$ cat config.mk
export PLATFORM = sky130hd
export DESIGN_NAME = bit_width_expander
export DESIGN_NICKNAME = d
export VERILOG_FILES = /design/src/rtl/bit_width_expander_pkg.sv /design/src/rtl/bit_width_expander_lane_acc.sv /design/src/rtl/bit_width_expander.sv
export SDC_FILE = /design/constraint.sdc
export NUM_CORES = 1
export LEC_CHECK = 0
export BUFFER_PORTS_ARGS = -buffer_cell sky130_fd_sc_hd__buf_4
export CAP_MARGIN = 20
export CORE_UTILIZATION = 59
export DETAILED_ROUTE_END_ITERATION = 10
export GPL_ROUTABILITY_DRIVEN = 0
export PLACE_DENSITY_LB_ADDON = 0.15
export SLEW_MARGIN = 20
export SYNTH_ARGS = -nofsm -noshare
export SYNTH_HDL_FRONTEND = slang
export SYNTH_SLANG_ARGS = --single-unit
$ cat constraint.sdc
create_clock -name CLK -period 4.9 [get_ports CLK]
set_input_delay 0.98 -clock CLK [delete_from_list [all_inputs] [get_ports CLK]]
set_output_delay 0.98 -clock CLK [all_outputs]
set_load 0.005 [all_outputs]
$ cat src/rtl/bit_width_expander_pkg.sv
// rtl/bit_width_expander_pkg.sv - shared sizing and lane helpers for the width reducer/expander pair
package bit_width_expander_pkg;

  // Fill value for lanes that carry no data
  localparam logic PAD_BIT = 1'b1;

  // Number of bits needed to represent value (never less than one)
  function automatic int clogb2(input int value);
    int result;
    int v;
    result = 0;
    v = value;
    while (v > 0) begin
      result = result + 1;
      v = v >> 1;
    end
    if (result == 0) begin
      result = 1;
    end
    return result;
  endfunction

  // Bit offset of a lane inside a packed wide word
  function automatic int lane_base(input int lane, input int width);
    return lane * width;
  endfunction

endpackage

$ cat src/rtl/bit_width_expander_lane_acc.sv
// rtl/bit_width_expander_lane_acc.sv - narrow-lane accumulator that assembles one wide word
module bit_width_expander_lane_acc
  import bit_width_expander_pkg::*;
#(
  parameter int DIN_WIDTH = 64,
  parameter int RATIO     = 2,
  parameter int CNT_WIDTH = 2
) (
  input  logic                       clk,
  input  logic                       clear,
  input  logic                       load,
  input  logic                       last,
  input  logic [DIN_WIDTH-1:0]       din,
  output logic                       close,
  output logic [DIN_WIDTH*RATIO-1:0] word,
  output logic [CNT_WIDTH-1:0]       lane_cnt
);

  localparam int DOUT_WIDTH = DIN_WIDTH * RATIO;
  localparam logic [CNT_WIDTH-1:0] LAST_LANE = CNT_WIDTH'(RATIO - 1);

  logic [DOUT_WIDTH-1:0] acc;

  // A word closes when the top lane is filled or the producer marks the end early
  always_comb begin
    close = load & (last | (lane_cnt == LAST_LANE));
  end

  // Completed word: held lanes plus the incoming word; higher lanes are still padding
  always_comb begin
    word = acc;
    word[lane_base(int'(lane_cnt), DIN_WIDTH) +: DIN_WIDTH] = din;
  end

  // Lane storage and fill pointer; restart from padding after every close
  always_ff @(posedge clk) begin
    if (clear) begin
      acc      <= {DOUT_WIDTH{PAD_BIT}};
      lane_cnt <= '0;
    end else if (close) begin
      acc      <= {DOUT_WIDTH{PAD_BIT}};
      lane_cnt <= '0;
    end else if (load) begin
      acc[lane_base(int'(lane_cnt), DIN_WIDTH) +: DIN_WIDTH] <= din;
      lane_cnt <= lane_cnt + CNT_WIDTH'(1);
    end
  end

endmodule

$ cat src/rtl/bit_width_expander.sv
// rtl/bit_width_expander.sv - packs narrow stream words into wide FIFO writes
module bit_width_expander
  import bit_width_expander_pkg::*;
#(
  parameter int DIN_WIDTH  = 64,
  parameter int DOUT_WIDTH = 128
) (
  input  logic                  CLK,
  input  logic                  RESET,
  input  logic [DIN_WIDTH-1:0]  DIN,
  input  logic                  DIN_VALID,
  input  logic                  DIN_LAST,
  output logic                  DIN_READY,
  output logic [DOUT_WIDTH-1:0] FIFO_DIN,
  output logic                  FIFO_WE,
  input  logic                  FIFO_FULL,
  input  logic                  FIFO_RST_BUSY,
  output logic                  BUSY,
  output logic [31:0]           WORD_COUNT
);

  localparam int RATIO          = DOUT_WIDTH / DIN_WIDTH;
  localparam int LANE_CNT_WIDTH = clogb2(RATIO - 1);
  localparam int CNT_WIDTH      = LANE_CNT_WIDTH + 1;

  logic                  can_write;
  logic                  accept;
  logic                  close;
  logic [DOUT_WIDTH-1:0] word;
  logic [CNT_WIDTH-1:0]  lane_cnt;
  logic                  out_valid;
  logic [DOUT_WIDTH-1:0] out_data;
  logic [31:0]           word_cnt;

  // Handshake: a reset-busy FIFO is treated the same as a full one
  always_comb begin
    can_write = ~FIFO_FULL & ~FIFO_RST_BUSY;
    FIFO_WE   = out_valid & can_write;
    DIN_READY = ~RESET & (~out_valid | FIFO_WE);
    accept    = DIN_VALID & DIN_READY;
    FIFO_DIN  = out_data;
    BUSY      = out_valid | (lane_cnt != '0);
  end

  assign WORD_COUNT = word_cnt;

  bit_width_expander_lane_acc #(
    .DIN_WIDTH (DIN_WIDTH),
    .RATIO     (RATIO),
    .CNT_WIDTH (CNT_WIDTH)
  ) u_lane_acc (
    .clk      (CLK),
    .clear    (RESET),
    .load     (accept),
    .last     (DIN_LAST),
    .din      (DIN),
    .close    (close),
    .word     (word),
    .lane_cnt (lane_cnt)
  );

  // One-entry output stage: a new word may replace the one being written this cycle
  always_ff @(posedge CLK) begin
    if (RESET) begin
      out_valid <= 1'b0;
      out_data  <= {DOUT_WIDTH{PAD_BIT}};
    end else if (close) begin
      out_valid <= 1'b1;
      out_data  <= word;
    end else if (FIFO_WE) begin
      out_valid <= 1'b0;
    end
  end

  // Count of wide words handed to the FIFO, wrapping naturally
  always_ff @(posedge CLK) begin
    if (RESET) begin
      word_cnt <= '0;
    end else if (FIFO_WE) begin
      word_cnt <= word_cnt + 32'd1;
    end
  end

endmodule

==> flow_summary_export.csv, run 1 <==
group,metric,value,unit
status,status,"complete, no violations",
place,dp_hpwl,17700,um
sta,setup_tns,0,ps
floorplan,dieArea,20400,sq um
synth,yosysWarnings,0,
sta,hold_viol,0,
cts,path_clk_slew,60,ps
global_route,met3_usage,5.40,%
global_route,antenna_found_initial,0,
setup_path,critical_path_buf_inv_count,2,
global_route,track_usage,27.9,%
sta,worstMarginPinSlew,788,ps
setup_path,cp.depth,4,
final_layout,multi_input_comb_area,5430,sq um
setup_path,worst_path_largest_cell_delay,610,ps
setup_path,crit_family,"compound AO/OA/AOI/OAI gates",
global_route,met1_usage,36.7,%
place,dpl-instance-area,13500,sq um
min_path,min_path_cells,2,
final_layout,fin_area,14500,sq um
sta,period_share,68.1,%
synth,ys_seq_elements,291,
setup_path,crit_chain,"buf_4, o21ai_0, nor2b_1, buf_4",
pwr,power,5.67,mW
setup_path,cp_slowest_cell,"o21ai_0",
global_route,grt_pass1_vias,9266,
pwr,power.leakage,6.09,nW
floorplan,die_y,143,um
setup_path,reg2regPathDepth,7,
final_layout,areaGrowthSynthToFinish,23.9,%
place,dp.cells,1715,
setup_path,worstSetupEndpointType,"output pin",
floorplan,fp-row-count,51,
cts,clock_latency,540,ps
synth,synth_top_area_share,49.8,%
synth,seq_area_frac_synth,49.8,%
cts,clockBufferDepth,3,
cts,cts_hold_buffers,0,
final_layout,final_nets,1557,
global_route,grt_pass1_wl,46200,um
final_layout,regArea,5830,sq um
cts,cts_setup_buffers,0,
sta,maxSlewViolCount,0,
sta,period_minus_slack,3340,ps
floorplan,fp.coreArea,19500,sq um
global_route,grtUsageMet2,46.0,%
min_path,min_path_type,"flop to flop",
synth,synth_nets,1400,
routing,ant_nets,0,
sta,skew,9.52,ps
sta,slew_headroom,47.5,%
synth,netlist_top_cells_area,"dfxtp_1 (50%), a211o_1 (9.6%), o211ai_1 (7.7%), nor2b_1 (7.0%), a21oi_1 (5.9%)",
final_layout,n_antenna_cell,0,
synth,syn_area_per_cell,8.83,sq um
setup_path,arrival,2360,ps
cts,htree_levels,1,
sta,setup-violations-final,0,
setup_path,startpoint_type,"input port",
global_route,gr-total-overflow,0,
setup_path,worst_path_most_repeated_cell,"buf_4",
sta,clock.fmax,300,MHz
job,cap_violations,0,
global_route,grt_max_degree,118,
setup_path,path_class,"input port to output pin",
global_route,top_usage_layer,"met2",
pwr,vdd_drop_max,0.315,mV
routing,wl,29100,um
cts,cts_buffers,30,
routing,num_vias,10100,
cts,cts_tree,"done",
floorplan,initial_core_util,60.1,%
floorplan,ios,233,
final_layout,n_fill_cell,1506,
synth,synthDistinctLibCells,35,
final_layout,layout.cells.non_filler,1770,
floorplan,die_w,143,um
setup_path,critPathRequiredTime,3920,ps
final_layout,drive_above_1_share,20.2,%
cts,cts-resized-gates,0,
routing,drc,0,
synth,synth_top_cell_by_area,"dfxtp_1",
setup_path,critPathMaxFanout,3,
sta,whs,461,ps
routing,firstDrtPassIters,5,
routing,drt_first_iter_violations,645,
routing,wire_per_inst,16.4,um
sta,rsz0062_at_grt,"no",
place,io_buffer_count,232,
cts,cts.sinks,291,
synth,syn-cell-area,11700,sq um
routing,viasPerCell,5.70,
pwr,p_per_area,391,nW/um^2
cts,cts_root_buf,"clkbuf_16",
synth,synth_cells,1326,
report_power, final:
group,internal [mW],leakage [nW],total (mW),switching [mW]
sequential,2.52,2.39,2.59,0.0774
combinational,0.352,3.20,0.806,0.454
clock,1.35,0.499,2.27,0.922
total,4.22,6.09,5.67,1.45
worst reg2reg max path, cell delays in order, from the launching register on:
cell	delay [ps]
dfxtp_1	430
ha_2	520
and3_1	510
nor2b_4	440
buf_4	570
a21oi_1	240
nor2_1	150
a211o_1	110
cell usage after synthesis, drive strengths merged:
| cell type | count |
|---|---|
| xor2 | 8 |
| nor4 | 6 |
| o211ai | 120 |
| o21ai | 10 |
| clkbuf | 99 |
| mux2i | 1 |
| and4 | 5 |
| nor3b | 2 |
| or4 | 1 |
| nor3 | 6 |
| nand4 | 6 |
| dfxtp | 291 |
| and3b | 1 |
| xnor2 | 16 |
| inv | 7 |
| and2 | 4 |
| ha | 4 |
| nand2 | 133 |
| a21oi | 138 |
| nor2 | 153 |
| and4bb | 1 |
| nor2b | 131 |
| a221o | 8 |
| and3 | 4 |
| buf | 21 |
| or3 | 8 |
| a211o | 128 |
| nand2b | 2 |
| or2 | 2 |
| nand3 | 10 |
cells in the final DEF, fill, tap and decap left out, types with 4 or more instances in the layout:
| cell type | n |
|---|---|
| xnor2_1 | 16 |
| o21ai_0 | 8 |
| and4_1 | 5 |
| clkinv_2 | 7 |
| and2_1 | 4 |
| nand3_1 | 10 |
| nor3_1 | 6 |
| a21oi_1 | 138 |
| buf_4 | 241 |
| nand4_1 | 6 |
| clkbuf_16 | 30 |
| nor4_1 | 6 |
| nor2b_1 | 129 |
| xor2_1 | 8 |
| clkbuf_1 | 4 |
| nand2_1 | 131 |
| a211o_1 | 128 |
| a221o_1 | 8 |
| or3_1 | 8 |
| clkbuf_8 | 8 |
| dfxtp_1 | 291 |
| inv_1 | 7 |
| o211ai_1 | 120 |
| and3_1 | 4 |
| nor2_1 | 153 |
cell type report:
type / instances / share of cell area, %
clock buffer: 42 / 6.04
clock inverter: 12 / 0.880
inverter: 7 / 0.181
multi-input combinational: 908 / 37.4
sequential: 291 / 40.2
tap: 265 / 2.29
timing repair buffer: 245 / 13.0
path summary, 6_finish.rpt:
path	to	slack (ps)	from
min	u_lane_acc.acc[55]	460	u_lane_acc.acc[55]
max	DIN_READY	1560	FIFO_FULL
min reg2reg	u_lane_acc.acc[55]	460	u_lane_acc.acc[55]
max reg2reg	FIFO_DIN[111]	1870	u_lane_acc.lane_cnt[0]
flip-flops by register name, summed over array words and instances, names as in the netlist:
register	count
FIFO_DIN	128
u_lane_acc.acc	128
WORD_COUNT	32
u_lane_acc.lane_cnt	2
out_valid	1
metal layers:
metal  part of all wire [%]  vias up
met5                      0        -
met4                    2.7        0
met3                    6.8       51
met2                     46      302
met1                     45     4784
li1                       -     4959
logic make-up (layout without fill, tap and decap cells):
group	count (synthesis)	after routing	share of synthesized area, %
compound gates	404	404	24.3
xor+xnor	24	24	1.80
fa+ha+maj	4	4	0.428
buf+inv	127	306	4.28
flops	291	291	49.8
mux	1	1	0.0855
simple gates	475	475	19.3
per-stage QoR:
step / worst slack, ps / utilization [%]
finish: 1560 / 74.5
global route: 1570 / 74.5
detailed placement: 1290 / 69.2
floorplan: 2320 / -
global placement: 1320 / 69.2
CTS: 1760 / 74.3
(Power assumes the default switching activity.)
==> run 2, diff against run 1 <==
Settings changed: CORE_UTILIZATION 59 to 55.
Clock period 4.9 ns to 3.4 ns, I/O delays scaled along.
==> flow_summary_export.csv, run 2 (synthesized netlist as in run 1, its figures left out) <==
group,metric,value,unit
status,status,"complete, no violations",
routing,viasPerCell,5.60,
cts,cts_hold_buffers,0,
sta,clock.fmax,376,MHz
sta,setup_ws,740,ps
sta,period_minus_slack,2660,ps
setup_path,critPathRequiredTime,2720,ps
sta,rsz0062_at_grt,"no",
routing,num_vias,9946,
global_route,antenna_found_initial,0,
pwr,vdd_drop_max,0.443,mV
floorplan,die_y,148,um
setup_path,worst_path_most_repeated_cell,"buf_4",
global_route,grt_pass1_vias,9262,
routing,firstDrtPassIters,4,
setup_path,cp_slowest_cell,"buf_4",
cts,clock_latency,550,ps
sta,hold_viol,0,
sta,period_share,78.2,%
global_route,grt_pass1_wl,47300,um
setup_path,critPathMaxFanout,39,
routing,ant_nets,0,
global_route,gr-total-overflow,0,
final_layout,layout_common_cells,"dfxtp_1 (291), buf_4 (243), nor2_1 (153)",
setup_path,worstSetupEndpointType,"output pin",
setup_path,crit_chain,"inv_1, ha_2, buf_4, nand2b_1, buf_4",
cts,cts.sinks,291,
pwr,power.leakage,6.07,nW
sta,setup-violations-final,0,
sta,skew,14.4,ps
floorplan,fp-row-count,52,
final_layout,drive_above_1_share,19.8,%
final_layout,fin_util,70.3,%
setup_path,worst_path_largest_cell_delay,450,ps
cts,htree_levels,1,
job,cap_violations,0,
cts,cts_root_buf,"clkbuf_16",
floorplan,dieArea,21900,sq um
cts,cts_tree,"done",
cts,path_clk_slew,60,ps
routing,drc,0,
global_route,track_usage,26.2,%
pwr,power,8.01,mW
floorplan,initial_core_util,56.9,%
final_layout,final_common_cell,"dfxtp_1",
floorplan,die_w,148,um
sta,maxSlewViolCount,0,
final_layout,n_antenna_cell,0,
cts,cts-resized-gates,0,
floorplan,fp.coreArea,20600,sq um
place,dp_hpwl,17900,um
cts,cts_buffers,30,
cts,cts_setup_buffers,0,
setup_path,startpoint_type,"flop",
sta,worstMarginPinSlew,822,ps
routing,wire_per_inst,16.4,um
floorplan,ios,233,
routing,drt_first_iter_violations,642,
final_layout,final_nets,1560,
min_path,min_path_type,"input port to flop",
pwr,p_per_area,554,nW/um^2
sta,setup_tns,0,ps
final_layout,areaGrowthSynthToFinish,23.6,%
cts,clockBufferDepth,3,
setup_path,path_class,"flop to output pin",
global_route,grt_max_degree,162,
place,pre_cts_ws,432,ps
place,io_buffer_count,232,
sta,slew_headroom,45.2,%
setup_path,arrival,1980,ps
routing,wl,29000,um
-- run 2: worst paths after layout --
check	start	endpoint	slack, ps	depth (start not counted)
setup reg to reg	out_valid	u_lane_acc.acc[58]	810	6
setup / recovery	u_lane_acc.lane_cnt[0]	BUSY	740	5
hold reg to reg	u_lane_acc.lane_cnt[1]	u_lane_acc.lane_cnt[1]	460	2
hold / removal	DIN[41]	u_lane_acc.acc[41]	380	2
-- run 2: where the power goes --
part	internal [mW]	leakage [nW]	total [mW]	switching, mW
logic	0.508	3.22	1.16	0.652
clock network	1.83	0.460	3.11	1.27
registers	3.63	2.39	3.74	0.111
-- run 2: worst max-delay path: cells and delay by family (launching register included) --
family	cells	cell delay [ps]
adders and majority gates	1	190
DFF	1	360
buffers and inverters	3	720
and+or+nand+nor	1	160
-- run 2: per-stage QoR --
stage	hold slack [ps]	cell area [sq um]	cells
finish	377	14500	1776
detailed placement	451	13500	1724
global route	375	14500	1776
CTS	358	14500	1776
global placement	442	13500	1724
floorplan	435	11700	1326
-- run 2: final cells by class --
| class | count | area (sq um) |
|---|---|---|
| Inverter | 7 | 26.3 |
| Sequential cell | 291 | 5830 |
| Tap cell | 270 | 338 |
| Clock buffer | 50 | 927 |
| Fill cell | 1657 | 6100 |
| Timing Repair Buffer | 248 | 1920 |
| Clock inverter | 2 | 10.0 |
| Multi-Input combinational cell | 908 | 5420 |
-- run 2: routing by layer --
layer / global-route usage (%) / up-vias / routed length, um
li1: - / 4974 / -
met1: 35.8 / 4672 / 13300
met2: 42.0 / 243 / 13100
met3: 5.15 / 57 / 1850
met4: 7.32 / 0 / 756
met5: 0 / - / 0
==> run 3, diff against run 2 <==
Settings changed: CORE_UTILIZATION 55 to 50.
Clock period 3.4 ns to 2.3 ns, I/O delays scaled along.
==> flow_summary_export.csv, run 3 (synthesized netlist as in run 1, its figures left out) <==
group,metric,value,unit
final_layout,fin_util,65.8,%
floorplan,fp.coreArea,22800,sq um
cts,cts_buffers,30,
pwr,vdd_drop_max,0.671,mV
pwr,power,12.8,mW
sta,setup_ws,132,ps
min_path,min_path_type,"input port to flop",
place,dpl-instance-area,13800,sq um
routing,num_vias,10100,
cts,clockBufferDepth,3,
pwr,power.leakage,6.31,nW
routing,ant_nets,0,
routing,firstDrtPassIters,5,
cts,path_clk_slew,60,ps
floorplan,ios,233,
setup_path,path_class,"flop to flop",
floorplan,initial_core_util,51.4,%
setup_path,crit_chain,"and3_1, nand3_1, or4_1, or3_1, a21oi_1",
setup_path,worstSetupEndpointType,"flop",
routing,drc,0,
cts,cts_root_buf,"clkbuf_16",
sta,period_minus_slack,2170,ps
pwr,p_per_area,856,nW/um^2
sta,clock.fmax,461,MHz
sta,worstMarginPinSlew,702,ps
sta,setup_tns,0,ps
cts,cts_hold_buffers,0,
global_route,gr-total-overflow,0,
final_layout,fin_area,15000,sq um
global_route,track_usage,25.0,%
cts,clock_latency,550,ps
place,dp_hpwl,18600,um
setup_path,rrSetupSlack,130,ps
final_layout,layout_common_cells,"dfxtp_1 (291), buf_4 (254), nor2_1 (153)",
global_route,grt_max_degree,135,
sta,skew,7.69,ps
sta,period_share,94.3,%
floorplan,die_y,155,um
routing,wl,31100,um
setup_path,worst_path_largest_cell_delay,670,ps
sta,hold_viol,0,
status,status,"complete, no violations",
job,cap_violations,0,
final_layout,final_nets,1580,
final_layout,n_antenna_cell,0,
setup_path,cp_slowest_cell,"or4_1",
routing,viasPerCell,5.49,
routing,wire_per_inst,16.9,um
final_layout,final_common_cell,"dfxtp_1",
place,io_buffer_count,232,
setup_path,startpoint_type,"flop",
final_layout,n_fill_cell,1890,
place,pre_cts_ws,-220,ps
floorplan,die_w,155,um
sta,rsz0062_at_grt,"no",
cts,cts.sinks,291,
setup_path,arrival,2640,ps
global_route,antenna_found_initial,0,
sta,setup-violations-final,0,
global_route,grt_pass1_wl,49200,um
setup_path,critPathMaxFanout,9,
sta,maxSlewViolCount,0,
min_path,min_path_cells,2,
setup_path,critPathRequiredTime,2770,ps
cts,htree_levels,1,
routing,drt_first_iter_violations,720,
final_layout,drive_above_1_share,21.6,%
floorplan,fp-row-count,55,
setup_path,reg2regPathDepth,5,
cts,cts_tree,"done",
sta,slew_headroom,53.2,%
global_route,grt_pass1_vias,9315,
final_layout,areaGrowthSynthToFinish,28.1,%
floorplan,dieArea,24000,sq um
run 3: changes by cell type in the layout (fill, tap and decap cells not counted), moves of 4 or more:
| cell | change |
|---|---|
| bufinv_16 | +8 |
| buf_12 | +4 |
| clkbuf_8 | -4 |
| clkbuf_1 | -7 |
| buf_4 | +11 |
| clkinv_2 | +6 |
run 3: per-stage QoR:
| step | std cells | hold WS, ps |
|---|---|---|
| after global routing | 1843 | 144 |
| after CTS | 1839 | 135 |
| final | 1843 | 160 |
| after global placement | 1782 | 442 |
| after detailed placement | 1782 | 448 |
| after floorplan | 1326 | 435 |
run 3: routing by layer:
layer | wire length, um | vias to the layer above | share of wire [%] | global-route usage, %
li1 | - | 5025 | - | -
met1 | 14500 | 4783 | 47 | 34.6
met2 | 14000 | 266 | 45 | 39.7
met3 | 2020 | 42 | 6.5 | 5.18
met4 | 628 | 0 | 2.0 | 6.46
met5 | 0 | - | 0 | 0
run 3: worst paths after layout:
check	start	to
worst max register to register	WORD_COUNT[12]	WORD_COUNT[31]
worst max-delay path	WORD_COUNT[12]	WORD_COUNT[31]
worst min register to register	u_lane_acc.acc[7]	u_lane_acc.acc[7]
worst min-delay path	DIN[51]	u_lane_acc.acc[51]
run 3: what timing repair did:
action                     CTS  global route
setup endpoints to repair   46            69
resized for setup            2             3
setup buffers                0             2
cloned                       1             1
hold endpoints to repair     0             0
run 3: area by class of cell:
cell class | count | area [sq um] | area share [%]
Multi-Input combinational cell | 909 | 5460 | 36.4
Timing Repair Buffer | 267 | 2150 | 14.4
Clock buffer | 39 | 846 | 5.64
Clock inverter | 17 | 288 | 1.92
Inverter | 7 | 26.3 | 0.175
Sequential cell | 291 | 5830 | 38.9
Tap cell | 313 | 392 | 2.61
run 3: power by group:
part | leakage [nW] | internal, mW | switching (mW) | total [mW]
Sequential | 2.39 | 5.36 | 0.162 | 5.52
Combinational | 3.36 | 0.797 | 0.992 | 1.79
Clock | 0.560 | 3.48 | 2.03 | 5.51
Total | 6.31 | 9.64 | 3.19 | 12.8
run 3: worst max-delay path, delay by kind of cell, from the launching register on:
kind | cells | cell delay (ps)
flip-flops | 1 | 460
AO/OA/AOI/OAI | 1 | 140
AND/OR/NAND/NOR | 4 | 1500
